--- src/rtl/core_host_sequencer_pkg.sv ---
// Shared op codes, image size and FSM state encoding for the host-side
// sequencer of the image-processing core.
package core_host_sequencer_pkg;

  localparam int unsigned IMG_BYTES = 2048;

  localparam logic [3:0] OP_LOAD      = 4'd0;
  localparam logic [3:0] OP_DISPLAY   = 4'd7;
  localparam logic [3:0] OP_CONV      = 4'd8;
  localparam logic [3:0] OP_MEDIAN    = 4'd9;
  localparam logic [3:0] OP_SOBEL_NMS = 4'd10;

  typedef enum logic [2:0] {
    S_IDLE,
    S_ISSUE,
    S_LOAD,
    S_RUN,
    S_ERR
  } state_t;

  // Codes above SOBEL_NMS are consumed from upstream but never issued.
  function automatic logic is_valid_op(input logic [3:0] mode);
    return mode <= OP_SOBEL_NMS;
  endfunction

endpackage

--- src/rtl/core_host_sequencer_fifo.sv ---
// Two-entry prefetch FIFO for the LOAD stream; tracks the single outstanding
// memory read so that buffered plus in-flight bytes never exceed two.
module prefetch_fifo2 (
  input  logic       i_clk,
  input  logic       i_rst_n,
  input  logic       flush,
  input  logic       fetch_req,
  output logic       fetch_go,
  input  logic [7:0] rdata,
  input  logic       ready,
  output logic       valid,
  output logic [7:0] data
);

  logic [1:0] occ;
  logic       in_flight;
  logic       wr_ptr;
  logic       rd_ptr;
  logic [7:0] mem [2];
  logic       push;
  logic       pop;
  logic [1:0] committed;

  assign committed = occ + {1'b0, in_flight};
  assign valid     = !flush && (occ != 2'd0);
  assign data      = mem[rd_ptr];
  assign pop       = valid && ready;
  assign push      = in_flight && !flush;
  // A pop this cycle frees a slot, letting the refill overlap it for 1 byte/cycle.
  assign fetch_go  = fetch_req && !flush && ((committed < 2'd2) || pop);

  // NOTE: sequential state uses <= so every flop samples pre-edge values
  // independent of statement order inside the block.
  always_ff @(posedge i_clk or negedge i_rst_n) begin
    if (!i_rst_n) begin
      occ       <= 2'd0;
      in_flight <= 1'b0;
      wr_ptr    <= 1'b0;
      rd_ptr    <= 1'b0;
      // NOTE: this storage is reset only because its head drives an output
      // port that must read 0 out of reset; FIFO RAM is normally left unreset.
      mem[0]    <= 8'd0;
      mem[1]    <= 8'd0;
    end else if (flush) begin
      occ       <= 2'd0;
      in_flight <= 1'b0;
      wr_ptr    <= 1'b0;
      rd_ptr    <= 1'b0;
    end else begin
      in_flight <= fetch_go;
      if (push) begin
        mem[wr_ptr] <= rdata;
        wr_ptr      <= !wr_ptr;
      end
      if (pop) begin
        rd_ptr <= !rd_ptr;
      end
      case ({push, pop})
        2'b10:   occ <= occ + 2'd1;
        2'b01:   occ <= occ - 2'd1;
        default: occ <= occ;
      endcase
    end
  end

endmodule

--- src/rtl/core_host_sequencer.sv ---
// Host-side initiator: answers core op-ready pulses with queued commands,
// streams the image on LOAD and forwards tagged results.
module core_host_sequencer #(
  parameter int unsigned IMG_BYTES      = core_host_sequencer_pkg::IMG_BYTES,
  parameter int unsigned ADDR_W         = 11,
  parameter int unsigned CNT_W          = 16,
  parameter int unsigned TIMEOUT_CYCLES = 65535
) (
  input  logic              i_clk,
  input  logic              i_rst_n,
  input  logic              i_cmd_valid,
  input  logic [3:0]        i_cmd_mode,
  output logic              o_cmd_ready,
  output logic              o_img_ren,
  output logic [ADDR_W-1:0] o_img_addr,
  input  logic [7:0]        i_img_rdata,
  input  logic              i_op_ready,
  output logic              o_op_valid,
  output logic [3:0]        o_op_mode,
  input  logic              i_in_ready,
  output logic              o_in_valid,
  output logic [7:0]        o_in_data,
  input  logic              i_out_valid,
  input  logic [13:0]       i_out_data,
  output logic              o_res_valid,
  output logic [13:0]       o_res_data,
  output logic [3:0]        o_res_mode,
  output logic [CNT_W-1:0]  o_res_count,
  output logic              o_busy,
  output logic              o_timeout
);

  import core_host_sequencer_pkg::*;

  localparam int unsigned     TMO_W     = $clog2(TIMEOUT_CYCLES + 1);
  localparam logic [ADDR_W:0] IMG_TOTAL = (ADDR_W + 1)'(IMG_BYTES);
  localparam logic [TMO_W-1:0] TMO_LAST = TMO_W'(TIMEOUT_CYCLES - 1);

  state_t            state;
  state_t            state_nxt;
  logic              pending;
  logic [3:0]        mode_q;
  logic [ADDR_W:0]   rd_addr;
  logic [ADDR_W:0]   xfer_cnt;
  logic [TMO_W-1:0]  tmo_cnt;

  logic cmd_take;
  logic cmd_issue;
  logic op_issue;
  logic in_load;
  logic fetch_req;
  logic fetch_go;
  logic xfer;
  logic last_xfer;
  logic tmo_active;
  logic tmo_kick;
  logic tmo_hit;

  assign o_cmd_ready = (state == S_IDLE) && pending;
  assign cmd_take    = i_cmd_valid && o_cmd_ready;
  assign cmd_issue   = cmd_take && is_valid_op(i_cmd_mode);
  assign op_issue    = (state == S_ISSUE);
  assign o_op_valid  = op_issue;
  assign o_op_mode   = op_issue ? mode_q : 4'd0;
  assign o_busy      = (state == S_ISSUE) || (state == S_LOAD) || (state == S_RUN);

  assign in_load    = (state == S_LOAD);
  assign fetch_req  = in_load && (rd_addr < IMG_TOTAL);
  assign o_img_ren  = fetch_go;
  assign o_img_addr = rd_addr[ADDR_W-1:0];
  assign xfer       = o_in_valid && i_in_ready;
  assign last_xfer  = xfer && (xfer_cnt == IMG_TOTAL - 1'b1);

  // Any sign of life from the core, or a delivered load byte, restarts the watchdog.
  assign tmo_active = in_load || (state == S_RUN);
  assign tmo_kick   = i_op_ready || i_out_valid || xfer;
  assign tmo_hit    = tmo_active && !tmo_kick && (tmo_cnt == TMO_LAST);

  prefetch_fifo2 u_fifo (
    .i_clk     (i_clk),
    .i_rst_n   (i_rst_n),
    .flush     (!in_load),
    .fetch_req (fetch_req),
    .fetch_go  (fetch_go),
    .rdata     (i_img_rdata),
    .ready     (i_in_ready),
    .valid     (o_in_valid),
    .data      (o_in_data)
  );

  always_ff @(posedge i_clk or negedge i_rst_n) begin
    if (!i_rst_n) begin
      state <= S_IDLE;
    end else begin
      state <= state_nxt;
    end
  end

  // NOTE: next state is given a default before the case so no path leaves it
  // unassigned, which would otherwise infer a latch.
  always_comb begin
    state_nxt = state;
    case (state)
      S_IDLE:  if (cmd_issue) state_nxt = S_ISSUE;
      S_ISSUE: state_nxt = (mode_q == OP_LOAD) ? S_LOAD : S_RUN;
      S_LOAD: begin
        if (tmo_hit)        state_nxt = S_ERR;
        else if (last_xfer) state_nxt = S_RUN;
      end
      S_RUN: begin
        if (i_op_ready)   state_nxt = S_IDLE;
        else if (tmo_hit) state_nxt = S_ERR;
      end
      S_ERR:   state_nxt = S_ERR;
      default: state_nxt = S_IDLE;
    endcase
  end

  always_ff @(posedge i_clk or negedge i_rst_n) begin
    if (!i_rst_n) begin
      pending   <= 1'b0;
      mode_q    <= 4'd0;
      rd_addr   <= '0;
      xfer_cnt  <= '0;
      tmo_cnt   <= '0;
      o_timeout <= 1'b0;
    end else begin
      // A fresh op-ready pulse outranks the clear from the issue it answers.
      if (i_op_ready) begin
        pending <= 1'b1;
      end else if (op_issue) begin
        pending <= 1'b0;
      end

      if (cmd_issue) begin
        mode_q <= i_cmd_mode;
      end

      if (op_issue) begin
        rd_addr <= '0;
      end else if (fetch_go) begin
        rd_addr <= rd_addr + 1'b1;
      end

      if (op_issue) begin
        xfer_cnt <= '0;
      end else if (xfer) begin
        xfer_cnt <= xfer_cnt + 1'b1;
      end

      if (!tmo_active || tmo_kick) begin
        tmo_cnt <= '0;
      end else begin
        tmo_cnt <= tmo_cnt + 1'b1;
      end

      if (tmo_hit) begin
        o_timeout <= 1'b1;
      end
    end
  end

  // Results are forwarded in every state, tagged with the last issued op.
  always_ff @(posedge i_clk or negedge i_rst_n) begin
    if (!i_rst_n) begin
      o_res_valid <= 1'b0;
      o_res_data  <= 14'd0;
      o_res_mode  <= 4'd0;
      o_res_count <= '0;
    end else begin
      o_res_valid <= i_out_valid;
      if (i_out_valid) begin
        o_res_data <= i_out_data;
        o_res_mode <= mode_q;
      end
      if (op_issue) begin
        o_res_count <= {{(CNT_W-1){1'b0}}, i_out_valid};
      end else if (i_out_valid && (o_res_count != {CNT_W{1'b1}})) begin
        o_res_count <= o_res_count + 1'b1;
      end
    end
  end

endmodule

--- config.mk ---
export PLATFORM = sky130hd
export DESIGN_NAME = core_host_sequencer
export DESIGN_NICKNAME = d
export VERILOG_FILES = /design/src/rtl/core_host_sequencer_pkg.sv /design/src/rtl/core_host_sequencer_fifo.sv /design/src/rtl/core_host_sequencer.sv
export SDC_FILE = /design/constraint.sdc
export NUM_CORES = 1
export LEC_CHECK = 0
export ABC_AREA = 1
export CAP_MARGIN = 20
export CORE_ASPECT_RATIO = 0.7
export CORE_MARGIN = 1.5
export CORE_UTILIZATION = 48
export CTS_CLUSTER_DIAMETER = 60
export DETAILED_ROUTE_END_ITERATION = 12
export PLACE_DENSITY = 0.77
export SYNTH_ARGS = -nofsm -noshare
export SYNTH_HDL_FRONTEND = slang
export SYNTH_SLANG_ARGS = --single-unit
export TNS_END_PERCENT = 30
--- constraint.sdc ---
create_clock -name i_clk -period 1.6 [get_ports i_clk]
set_input_delay 0.32 -clock i_clk [delete_from_list [all_inputs] [get_ports i_clk]]
set_output_delay 0.32 -clock i_clk [all_outputs]
set_load 0.01 [all_outputs]
* Word-level counts from Yosys, hierarchy flattened
Index checks and enable logic that the tools add are counted.
Widths: inputs -> output; s select.
** Operators by class
- Add/subtract/negate cells :: 7
- $mul :: 0
- Divide/modulo/power cells :: 0
- Order comparisons :: 6
- Equal/unequal tests :: 15
- Shifts and indexed selects :: 0
- Mux-type cells :: 30
- Bitwise gates (word level) :: 2
- Reductions and logical operators :: 34
** Operators by type and width (count)
- $mux 12 :: 4
- $mux 16 :: 3
- $add 16x1->16 const B :: 2
- $mux 8 :: 4
- $add 12x1->12 const B :: 2
- $bwmux 16 :: 1
- $eq 16x16->1 const B :: 1
- $ne 16x16->1 const B :: 1
- $mux 3 :: 5
- $pmux 3 s5 :: 1
- $logic_and 1x1->1 :: 14
- $eq 12x11->1 const B :: 1
- $lt 12x12->1 const B :: 1
- $reduce_bool 2->1 :: 5
- $demux 8 s1 :: 1
- $mux 1 :: 8
- $logic_or 1x1->1 :: 7
- $eq 3x2->1 const B :: 2
- $ne 3x1->1 const B :: 2
- $ge 2x2->1 const B :: 2
- $le 4x4->1 const B :: 1
- $logic_not 1->1 :: 4
- $logic_not 4->1 :: 1
- $mux 4 :: 1
- 18 further kinds :: 20
** Storage, ports and cells
- Register bits after elaboration :: 105
- Bits in latches :: 0
- Memory bits (writable) :: 0
- Bits in read-only memories :: 0
- Bits of input ports :: 32
- Output and inout bits :: 64
- Logic and storage cells :: 111
- Memories :: 0

* Longest topological paths before layout
Gate-level depths: netlist (run 1).
- Word-level depth :: 10
- Depth in mapped cells :: 11
- Depth with buffers taken out :: 11

* Hierarchy
From an unflattened synthesis (run 1), not the netlist that was laid out.
** Second synthesis, totals
- Cells, all modules :: 687
- Area, all modules :: 5511.5 um^2
** By module, submodules not included
- core_host_sequencer :: times used 1, cells an instance 578, area an instance 4448.0 um^2, sequential area each 2102.0 um^2
- prefetch_fifo2 :: times used 1, cells an instance 109, area an instance 1063.5 um^2, sequential area each 525.5 um^2

* Least setup slack after synthesis (run 1)
OpenSTA, ideal clock, no wires.
- Path kind :: register to register
- From :: reg o_res_count[0]
- To :: reg o_res_count[9]
- Setup time :: 0.116 ns
- Data arrival time :: 1.593 ns
- Required time :: 1.484 ns
- Slack :: -0.110 ns
- Stages on the path, launching flop included :: 12
- Path buffers :: 1
- Period minus slack after synthesis :: 1.710 ns
- Path through :: dfrtp_1 -> ha_1 -> inv_1 -> nor2_2 -> nand2_2 -> nor2_4 -> nor2_4 -> nor2_8 -> inv_4 -> buf_6 -> nand2_1 -> nand2_1
** On the way
- Word-level cells in the longest chain between the ends :: 3
- Elaborated cells between the ends (all ways) :: 6
- Classes of those cells :: add/sub: 1; eq/ne: 1; mux: 2; reduce/logical: 2
** Ends and longest elaborated chain
- from (decl) :: line core_host_sequencer.sv:28 : output logic [CNT_W-1:0] o_res_count,
- from (signal assigned) :: line core_host_sequencer.sv:177 : o_res_count <= {{(CNT_W-1){1'b0}}, i_out_valid};
- from (signal assigned) :: line core_host_sequencer.sv:179 : o_res_count <= o_res_count + 1'b1;
- $add 16x1->16 or $ne 16x16->1 (tied branches) :: line core_host_sequencer.sv:179, core_host_sequencer.sv:178
- $mux 16 or $logic_and 1x1->1 (tied branches) :: line core_host_sequencer.sv:178 : end else if (i_out_valid && (o_res_count != {CNT_W{1'b1}})) begin
- $mux 16 or $reduce_bool 2->1 (tied branches)
Parallel ways exist; a longest one is shown, timed or not. The select of a mux whose other input is x is not followed.
A chain may end at the register's enable or synchronous reset.

* Worst setup path in the final report (run 1)
- From :: reg state[1]
- To :: out o_img_ren
** On the way
- Word-level cells in the longest chain between the ends :: 5
- Elaborated cells between the ends (all ways) :: 7
- Classes of those cells :: eq/ne: 1; reduce/logical: 6
** Ends and longest elaborated chain
- from (decl) :: line core_host_sequencer.sv:39 : state_t state;
- from (signal assigned) :: line core_host_sequencer.sv:95 : state <= state_nxt;
- $eq 3x2->1 * :: line core_host_sequencer.sv:67 : assign in_load = (state == S_LOAD);
- $logic_and 1x1->1 :: line core_host_sequencer_fifo.sv:25 : assign valid = !flush && (occ != 2'd0);
- $logic_and 1x1->1 :: line core_host_sequencer_fifo.sv:27 : assign pop = valid && ready;
- $logic_or 1x1->1 :: line core_host_sequencer_fifo.sv:30 : assign fetch_go = fetch_req && !flush && ((committed < 2'd2) || pop);
- $logic_and 1x1->1 * :: line core_host_sequencer_fifo.sv:30
- to (decl) :: line core_host_sequencer.sv:14 : output logic o_img_ren,
Mark *: on every way between the ends. The rest lies on a longest branch, timed or not.

==> impl_metrics.json, run 1 <==
{
  "routed_wirelength_um": 14600,
  "fp.dieArea_um2": 12000,
  "start_util_pct": 49.4,
  "worst_setup_end_kind": "output pin",
  "antenna_cells_inserted": 0,
  "critical_path.reg2reg.startpoint": "u_fifo.occ[1]",
  "timing_worst_slew_pin_value_ns": 0.450,
  "fin_worst_skew_ns": 0.00880,
  "timing.critical_path.depth": 8,
  "clkLatencyLatePin_ns": 0.36,
  "clock.fmax_mhz": 569,
  "dieWidth_um": 130,
  "top_level_port_count": 96,
  "timing.max_slew.rel_slack_pct": 69.8,
  "hp-class": "primary input to asynchronous set/reset pin",
  "unrepaired_setup_endpoints_after_global_routing": "yes",
  "clockBufferDepth": 2,
  "std_cell_rows": 32,
  "timing_max_transition_violations_final": 0,
  "critical_path.endpoint": "o_img_ren",
  "most_area_hungry_cell_type_in_the_yosys_netlist": "sky130_fd_sc_hd__dfrtp_1",
  "grt_util_met2_pct": 39.3,
  "clock-root-buffer": "sky130_fd_sc_hd__clkbuf_16",
  "cts_num_sinks": 105,
  "routabilityCongestion": 0.921,
  "finalSetupViolations": 26,
  "synth.top_cell.area_share_pct": 48.3,
  "timing.final.crit_period_ns": 1.76,
  "syn_to_final_growth_pct": 41.7,
  "grt_pass1_vias": 5022,
  "postLayoutSetupSlackWorst_ns": -0.158,
  "violated_checks": "negative setup slack",
  "grt_use_met3_pct": 7.18,
  "grt_remaining_overflow": 0,
  "path_clk_slew_ns": 0.07,
  "place.detailed.hpwl_um": 10100,
  "drt-pass1-iter-count": 5,
  "critPathSlowestCell": "sky130_fd_sc_hd__dfrtp_1",
  "grt.total_usage_pct": 25.0,
  "post-route-period-util_pct": 110,
  "crit_required_ns": 1.28,
  "synth_cell_type_count": 37,
  "synth_nets": 717,
  "netlist_instances": 680,
  "worstPathBufferInverterCount": 3,
  "antenna_left": 0,
  "synth-seq-cells": 105,
  "timing.final.hold_violations": 0,
  "final_area_um2": 7700,
  "yosysWarningCount": 0,
  "worst-r2r-cell-count": 9,
  "cts_htree_levels": 3,
  "iter_0_drt_violations": 438,
  "timing.critical_path.cells": "buf_6, nand2_4, nor2_4, nand3_4, nand2_2, nand2_2, inv_2, buf_6",
  "worst-path-max-fanout": 3,
  "grt_util_met1_pct": 33.5,
  "final_layout_size_suffix_gt1_share_pct": 22.7,
  "reg2reg_setup_slack_ns": -0.07,
  "rr_endpoint": "state[1]",
  "floorplan.core_area_um2": 11000,
  "postSynth.asyncResetShare_pct": 100,
  "routed-via-count": 5266,
  "criticalPathCategory": "register to output pin",
  "number_of_enable_flip_flop_cells_after_synthesis": 0,
  "synth-seq-area-share_pct": 48.3,
  "timing.critical_path.arrival_ns": 1.44,
  "tritoncts": "yes",
  "syn_area_per_cell_um2": 8.00,
  "cellPowerDensity_nw_per_um2": 1270,
  "cp_startpoint": "state[1]",
  "crit_family": "flip-flops",
  "finish.net_count": 883,
  "grt_antenna_before_repair": 0,
  "run_status": "finished with violations",
  "placed_area_um2": 6960,
  "grt_pass1_wl_um": 23600,
  "pre_cts_ws_ns": -0.377,
  "mostFrequentLayoutCells": "sky130_fd_sc_hd__nand2_1, sky130_fd_sc_hd__dfrtp_1, sky130_fd_sc_hd__buf_4",
  "synthesis.area_um2": 5440,
  "layout_commonest_cell": "sky130_fd_sc_hd__nand2_1",
  "peakVddDrop_mv": 0.757,
  "yosys_most_used_dff": "sky130_fd_sc_hd__dfrtp_1",
  "cap_viol_max_count": 0,
  "top_usage_layer": "met2",
  "io_buffer_count": 95,
  "instances_no_fill": 1004,
  "final.fill_count": 807,
  "p_leak_nw": 3.78,
  "detail_route.drc_violations": 0,
  "critPathLaunchType": "register",
  "fp.dieH_um": 92.1,
  "numPlacedInstances": 966,
  "netlist_top_cells_area": "sky130_fd_sc_hd__dfrtp_1, sky130_fd_sc_hd__nand2_1, sky130_fd_sc_hd__nor2_1, sky130_fd_sc_hd__inv_1, sky130_fd_sc_hd__o21ai_0",
  "routed_via_density": 5.25,
  "grt_max_degree": 35,
  "cpPeakStageDelay_ns": 0.41,
  "post_drt_wl_per_cell_um": 14.5,
  "cts-buffers-inserted": 9
}
[routing by layer]
layer / vias to the layer above / wire (um)
met5: - / 0
met4: 0 / 244
met3: 23 / 1060
met2: 194 / 6900
met1: 2523 / 6380
li1: 2526 / -
[registers in the layout (all words and copies together) (netlist names)]
| name | cells |
|---|---|
| state | 3 |
| o_res_data | 14 |
| tmo_cnt | 16 |
| u_fifo.occ | 2 |
| o_res_mode | 4 |
| u_fifo.mem | 16 |
| o_res_valid | 1 |
| xfer_cnt | 12 |
| u_fifo.wr_ptr | 1 |
| rd_addr | 12 |
| o_res_count | 16 |
| o_timeout | 1 |
| pending | 1 |
| u_fifo.rd_ptr | 1 |
| u_fifo.in_flight | 1 |
| mode_q | 4 |
[cell type report]
cell class	instances	area (um2)	share of cell area, %
Multi-Input combinational cell	478	2640	34.2
Timing Repair Buffer	181	1660	21.6
Clock inverter	7	77.6	1.01
Clock buffer	9	225	2.92
Inverter	71	279	3.62
Sequential cell	105	2630	34.2
Tap cell	153	191	2.48
[worst min-delay path by stage]
stage | end | slack, ns | cells after the start | from
after global routing | rd_addr[10] | 0.45 | 2 | i_rst_n
final | rd_addr[9] | 0.43 | 2 | i_rst_n
after detailed placement | rd_addr[10] | 0.27 | 1 | i_rst_n
after CTS | o_res_count[14] | 0.43 | 2 | i_rst_n
after floorplan | mode_q[0] | 0.02 | 0 | i_rst_n
after global placement | rd_addr[10] | 0.27 | 1 | i_rst_n
[stage by stage]
step           utilization, %  setup TNS (ns)  hold slack, ns  total power [mW]
4_1_cts                  67.0           -1.55           0.434              9.44
3_5_place_dp             63.2           -9.15           0.272              7.04
3_3_place_gp             63.2           -7.13           0.266              6.91
2_1_floorplan               -          -0.445          0.0244              5.15
6_report                 70.0           -2.12           0.431              9.78
5_1_grt                  70.0           -5.09           0.447              10.3
[logic make-up after synthesis]
group	Yosys count	synth area share (%)
adders and majority gates	5	1.15
xor gates and xnor gates	17	2.74
AOI/OAI and AO/OA	86	9.20
DFF	105	48.3
buffers and inverters	97	7.73
and+or+nand+nor	362	29.2
muxes	8	1.66
[synthesized netlist by cell type (all sizes together), types with 2 or more instances]
| cell | instances |
|---|---|
| nand2 | 188 |
| dfrtp | 105 |
| nor2 | 81 |
| inv | 71 |
| o21ai | 55 |
| nand3 | 46 |
| nor3 | 21 |
| nand4 | 18 |
| buf | 16 |
| xor2 | 16 |
| a21oi | 13 |
| clkbuf | 10 |
| mux2 | 8 |
| nor3b | 7 |
| ha | 5 |
| o21bai | 5 |
| a21boi | 3 |
| o31ai | 3 |
| a31o | 2 |
| o21a | 2 |
[report_power, final]
part | internal [mW] | switching (mW) | leakage, nW
Sequential | 3.10 | 0.303 | 1.34
Combinational | 1.94 | 2.22 | 2.30
Clock | 1.11 | 1.11 | 0.144
Total | 6.15 | 3.63 | 3.78
[repair_timing]
item,CTS,global route
resized for setup,139,67
endpoints found under the hold margin,23,0
setup endpoints to repair,66,96
hold buffers,1,0
gates cloned,0,0
setup buffers,10,12
pin swaps,2,16
Power figures use the tool's default switching activity.
==> run 2, diff against run 1 <==
--- a/config.mk
+++ b/config.mk
@@ -9,10 +9,11 @@
 export CAP_MARGIN = 20
 export CORE_ASPECT_RATIO = 0.7
 export CORE_MARGIN = 1.5
-export CORE_UTILIZATION = 48
+export CORE_UTILIZATION = 35
 export CTS_CLUSTER_DIAMETER = 60
+export CTS_CLUSTER_SIZE = 16
 export DETAILED_ROUTE_END_ITERATION = 12
-export PLACE_DENSITY = 0.77
+export GPL_TIMING_DRIVEN = 0
 export SYNTH_ARGS = -nofsm -noshare
 export SYNTH_HDL_FRONTEND = slang
 export SYNTH_SLANG_ARGS = --single-unit
==> run 2 against run 1 <==
Fmax fell by 3.7%; clock power rose by 5%; the flow still finishes with violations (negative setup slack); non-clock buffer count fell by 13; register-to-register slack improved by 0.04 ns; via count fell by 3.5%; largest power group unchanged; first-iteration DRC count fell by 40%; critical endpoint unchanged; hold slack got worse by 0.42 ns; clock skew rose by 0.0021 ns; sequential share of layout area rose by 0.12 points.
==> impl_metrics.json, run 2 (same netlist as run 1, synthesis figures left out) <==
{
  "run_status": "finished with violations",
  "violated_checks": "negative setup slack",
  "path_clk_slew_ns": 0.08,
  "peakVddDrop_mv": 0.855,
  "layout_commonest_cell": "sky130_fd_sc_hd__nand2_1",
  "critical_path.reg2reg.startpoint": "state[2]",
  "cts_htree_levels": 3,
  "grt_antenna_before_repair": 0,
  "routed_wirelength_um": 14900,
  "routabilityCongestion": 0.869,
  "clock.fmax_mhz": 548,
  "timing.critical_path.cells": "inv_2, buf_4, nand3_4, nor2_4, nand2_2, inv_2, buf_6",
  "biggestRegsByFlops": "o_res_count: 16 flops, tmo_cnt: 16 flops, u_fifo.mem: 16 flops",
  "clockBufferDepth": 2,
  "final_layout_size_suffix_gt1_share_pct": 24.7,
  "detail_route.drc_violations": 0,
  "timing.critical_path.arrival_ns": 1.50,
  "reg2reg_setup_slack_ns": -0.03,
  "dieWidth_um": 152,
  "grt.total_usage_pct": 19.0,
  "tns_ns": -2.07,
  "syn_to_final_growth_pct": 41.5,
  "routed_via_density": 4.92,
  "grt_pass1_wl_um": 24900,
  "whs_ns": 0.0125,
  "timing_max_transition_violations_final": 0,
  "finalPower_mw": 10.1,
  "post_cts_hold_buffer_count": 0,
  "final.fill_count": 1405,
  "fin_util_pct": 51.5,
  "pre_cts_ws_ns": -0.906,
  "finalSetupViolations": 25,
  "timing.final.crit_period_ns": 1.82,
  "unrepaired_setup_endpoints_after_global_routing": "yes",
  "critical_path.most_common_cell": "sky130_fd_sc_hd__inv_2",
  "criticalPathCategory": "register to output pin",
  "cts_num_sinks": 105,
  "placed_area_um2": 6670,
  "antenna_cells_inserted": 0,
  "instances_no_fill": 1033,
  "std_cell_rows": 37,
  "top_level_port_count": 96,
  "critPathSlowestCell": "sky130_fd_sc_hd__dfrtp_1",
  "floorplan.core_area_um2": 15000,
  "rr_endpoint": "u_fifo.mem[10]",
  "worst-r2r-cell-count": 7,
  "tritoncts": "yes",
  "routed-via-count": 5082,
  "clock-root-buffer": "sky130_fd_sc_hd__clkbuf_16",
  "fp.dieArea_um2": 16300,
  "cap_viol_max_count": 0,
  "finish.net_count": 870,
  "fin_worst_skew_ns": 0.0109,
  "mostFrequentLayoutCells": "sky130_fd_sc_hd__nand2_1, sky130_fd_sc_hd__dfrtp_1, sky130_fd_sc_hd__buf_4",
  "grt_remaining_overflow": 0,
  "cpPeakStageDelay_ns": 0.40,
  "drt-pass1-iter-count": 5,
  "timing.max_slew.rel_slack_pct": 52.2,
  "p_leak_nw": 3.64,
  "cellPowerDensity_nw_per_um2": 1310,
  "numPlacedInstances": 971,
  "start_util_pct": 36.4,
  "grt_max_degree": 54,
  "fp.dieH_um": 107,
  "critPathLaunchType": "register",
  "post-route-period-util_pct": 114,
  "timing_worst_slew_pin_value_ns": 0.716,
  "clkLatencyLatePin_ns": 0.36,
  "timing.final.hold_violations": 0,
  "io_buffer_count": 95,
  "final_area_um2": 7690,
  "post_drt_wl_per_cell_um": 14.4,
  "crit_required_ns": 1.28,
  "place.detailed.hpwl_um": 10200,
  "worst-path-max-fanout": 6,
  "postLayoutSetupSlackWorst_ns": -0.224,
  "cp_startpoint": "state[2]",
  "antenna_left": 0,
  "cts-buffers-inserted": 9,
  "grt_pass1_vias": 5011,
  "hp-class": "primary input to asynchronous set/reset pin",
  "worst_setup_end_kind": "output pin",
  "iter_0_drt_violations": 261
}
[run 2: final cells by class]
| class | count | area, um2 | area share, % |
|---|---|---|---|
| Inverter | 71 | 279 | 3.63 |
| Timing Repair Buffer | 143 | 1320 | 17.2 |
| Multi-Input combinational cell | 478 | 2680 | 34.8 |
| Clock inverter | 7 | 91.3 | 1.19 |
| Sequential cell | 105 | 2640 | 34.3 |
| Tap cell | 195 | 244 | 3.17 |
| Buffer | 25 | 214 | 2.78 |
| Clock buffer | 9 | 225 | 2.93 |
[run 2: report_power, final]
part | internal [mW] | leakage [nW] | switching, mW
clock | 1.14 | 0.154 | 1.18
sequential | 3.10 | 1.34 | 0.340
combinational | 2.00 | 2.15 | 2.32
total | 6.25 | 3.64 | 3.84
[run 2: worst max-delay path by stage]
stage / to / slack (ns) / depth (start not counted)
floorplan: o_res_count[8] / -0.07 / 11
global placement: o_res_data[9] / -3.93 / 1
detailed placement: o_op_valid / -0.91 / 5
CTS: o_img_ren / -0.19 / 8
global route: o_img_ren / -0.30 / 7
finish: o_img_ren / -0.22 / 7
[run 2: metal layers]
metal,track usage (%),wire length (um),up-vias
li1,-,-,2501
met4,5.89,204,0
met5,0,0,-
met3,5.52,1030,18
met2,28.6,6580,142
met1,26.3,7080,2421
[run 2: timing repair]
action | 4_1_cts | 5_1_grt
resized for setup | 191 | 70
cloned | 0 | 1
buffers inserted | 28 | 19
hold endpoints to repair | 0 | 0
setup endpoints to repair | 136 | 97
pin swaps | 10 | 14
[run 2: worst max-delay path, delay by kind of cell, from the launching register on]
| kind | cells | cell delay [ns] |
|---|---|---|
| and+or+nand+nor | 3 | 0.31 |
| DFF | 1 | 0.40 |
| buffers and inverters | 4 | 0.43 |
==> run 3, diff against run 2 <==
--- a/config.mk
+++ b/config.mk
@@ -10,6 +10,7 @@
 export CORE_ASPECT_RATIO = 0.7
 export CORE_MARGIN = 1.5
 export CORE_UTILIZATION = 35
+export CTS_BUF_LIST = sky130_fd_sc_hd__clkbuf_8
 export CTS_CLUSTER_DIAMETER = 60
 export CTS_CLUSTER_SIZE = 16
 export DETAILED_ROUTE_END_ITERATION = 12
==> run 3 against run 2 <==
The run still ends with negative setup slack left; worst setup slack worse by 0.045 ns; critical path type unchanged; sequential share of layout area shrank 0.25 points; critical path depth unchanged; combinational power grew 5.3%; design area rose by 0.60%; register-to-register slack got worse by 0.10 ns.
==> impl_metrics.json, run 3 (same netlist as run 1, synthesis figures left out) <==
{
  "cap_viol_max_count": 0,
  "clkLatencyLatePin_ns": 0.39,
  "grt_util_met1_pct": 26.1,
  "violated_checks": "negative setup slack",
  "grt_pass1_vias": 5048,
  "criticalPathCategory": "register to output pin",
  "final.fill_count": 1392,
  "cellPowerDensity_nw_per_um2": 1260,
  "std_cell_rows": 37,
  "clock-root-buffer": "sky130_fd_sc_hd__clkbuf_8",
  "place.detailed.hpwl_um": 10200,
  "fp.dieArea_um2": 16300,
  "start_util_pct": 36.4,
  "timing_max_transition_violations_final": 0,
  "pre_cts_ws_ns": -0.906,
  "fp.dieH_um": 107,
  "timing.max_slew.rel_slack_pct": 52.2,
  "critPathLaunchType": "register",
  "cts_num_sinks": 105,
  "final_layout_size_suffix_gt1_share_pct": 26.6,
  "sequential_cell_area_um2": 2640,
  "crit_required_ns": 1.28,
  "fin_util_pct": 51.8,
  "biggestRegsByFlops": "o_res_count: 16 flops, tmo_cnt: 16 flops, u_fifo.mem: 16 flops",
  "unrepaired_setup_endpoints_after_global_routing": "yes",
  "p_leak_nw": 3.60,
  "peakVddDrop_mv": 0.648,
  "grt_util_met2_pct": 29.1,
  "detail_route.drc_violations": 0,
  "iter_0_drt_violations": 298,
  "routed_wirelength_um": 15300,
  "clockBufferDepth": 2,
  "routed-via-count": 5132,
  "routabilityCongestion": 0.869,
  "drt-pass1-iter-count": 5,
  "grt_remaining_overflow": 0,
  "timing_worst_slew_pin_value_ns": 0.717,
  "multi_input_comb_area_um2": 2740,
  "dieWidth_um": 152,
  "path_clk_slew_ns": 0.13,
  "grt.total_usage_pct": 19.0,
  "top_usage_layer": "met2",
  "cts_htree_levels": 3,
  "top_level_port_count": 96,
  "run_status": "finished with violations",
  "numPlacedInstances": 971,
  "grt_max_degree": 54,
  "grt_pass1_wl_um": 25000,
  "reg2reg_setup_slack_ns": -0.13,
  "floorplan.core_area_um2": 15000,
  "post-route-period-util_pct": 117,
  "placed_area_um2": 6670,
  "timing.final.hold_violations": 0,
  "tns_ns": -5.34,
  "finalSetupViolations": 55,
  "finish.net_count": 879,
  "routed_via_density": 4.93,
  "instances_no_fill": 1042,
  "post_drt_wl_per_cell_um": 14.7,
  "antenna_left": 0,
  "timing.final.crit_period_ns": 1.87,
  "tritoncts": "yes",
  "hp-class": "primary input to register",
  "cts-buffers-inserted": 9,
  "io_buffer_count": 95,
  "final_area_um2": 7740,
  "clock.fmax_mhz": 535,
  "syn_to_final_growth_pct": 42.4,
  "worst_setup_end_kind": "output pin",
  "worst-path-max-fanout": 6,
  "mostFrequentLayoutCells": "sky130_fd_sc_hd__nand2_1, sky130_fd_sc_hd__dfrtp_1, sky130_fd_sc_hd__inv_1",
  "layout_commonest_cell": "sky130_fd_sc_hd__nand2_1",
  "timing.critical_path.arrival_ns": 1.55,
  "grt_antenna_before_repair": 0,
  "fin_worst_skew_ns": 0.0177,
  "postLayoutSetupSlackWorst_ns": -0.269,
  "antenna_cells_inserted": 0,
  "grt_use_met3_pct": 5.88
}
[run 3: cell types whose count changed in the layout (fill, tap and decap cells not counted), sizes merged]
cell,change
clkdlybuf4s15,+2
dlymetal6s2s,-7
dlygate4sd2,+7
clkbuf,+6
dlygate4sd3,+1
[run 3: routing by layer]
metal | vias up | wire (um)
li1 | 2520 | -
met1 | 2438 | 7150
met2 | 158 | 6860
met3 | 16 | 1100
met4 | 0 | 165
met5 | - | 0
[run 3: what timing repair did]
action                                 4_1_cts  5_1_grt
setup buffers                               38       15
setup endpoints to repair                  138       97
endpoints found under the hold margin       11        0
gates resized for setup                    170      108
hold buffers                                 1        0
cloned                                       1        1
pin swaps                                   10       18
[run 3: final cells by class]
cell class                 instances  area share (%)
multi-input combinational        478            35.4
sequential                       105            34.1
timing repair buffer             152            18.2
inverter                          71            3.64
tap                              195            3.15
buffer                            25            2.72
clock buffer                       9            1.60
clock inverter                     7            1.18
[run 3: power breakdown]
part	switching [mW]	total, mW	internal, mW
Sequential	0.305	3.40	3.10
Combinational	2.42	4.55	2.13
Clock	1.13	1.78	0.650
Total	3.85	9.73	5.87
[run 3: critical path, stage by stage (launching register included)]
cell and delay (ns):
sky130_fd_sc_hd__dfrtp_1 0.41, sky130_fd_sc_hd__inv_2 0.11, sky130_fd_sc_hd__buf_4 0.14, sky130_fd_sc_hd__nand3_4 0.12, sky130_fd_sc_hd__nor2_2 0.11, sky130_fd_sc_hd__nand2_2 0.08
sky130_fd_sc_hd__inv_2 0.09, sky130_fd_sc_hd__buf_6 0.10
[run 3: stage by stage]
| stage | power [mW] | hold WS, ns |
|---|---|---|
| final | 9.73 | 0.382 |
| after CTS | 9.15 | 0.369 |
| after global placement | 6.53 | 0.454 |
| after detailed placement | 6.63 | 0.417 |
| after floorplan | 5.15 | 0.0244 |
| after global routing | 10.3 | 0.357 |
[run 3: final timing paths]
kind                            depth (start not counted)         from     endpoint
worst max register to register                         10     state[2]     state[1]
min in group asynchronous                               2      i_rst_n   rd_addr[2]
worst min register to register                          1   tmo_cnt[0]   tmo_cnt[0]
worst min-delay path                                    1  i_out_valid  o_res_valid
worst max-delay path                                    7     state[2]    o_img_ren
max in group asynchronous                               3      i_rst_n     state[0]
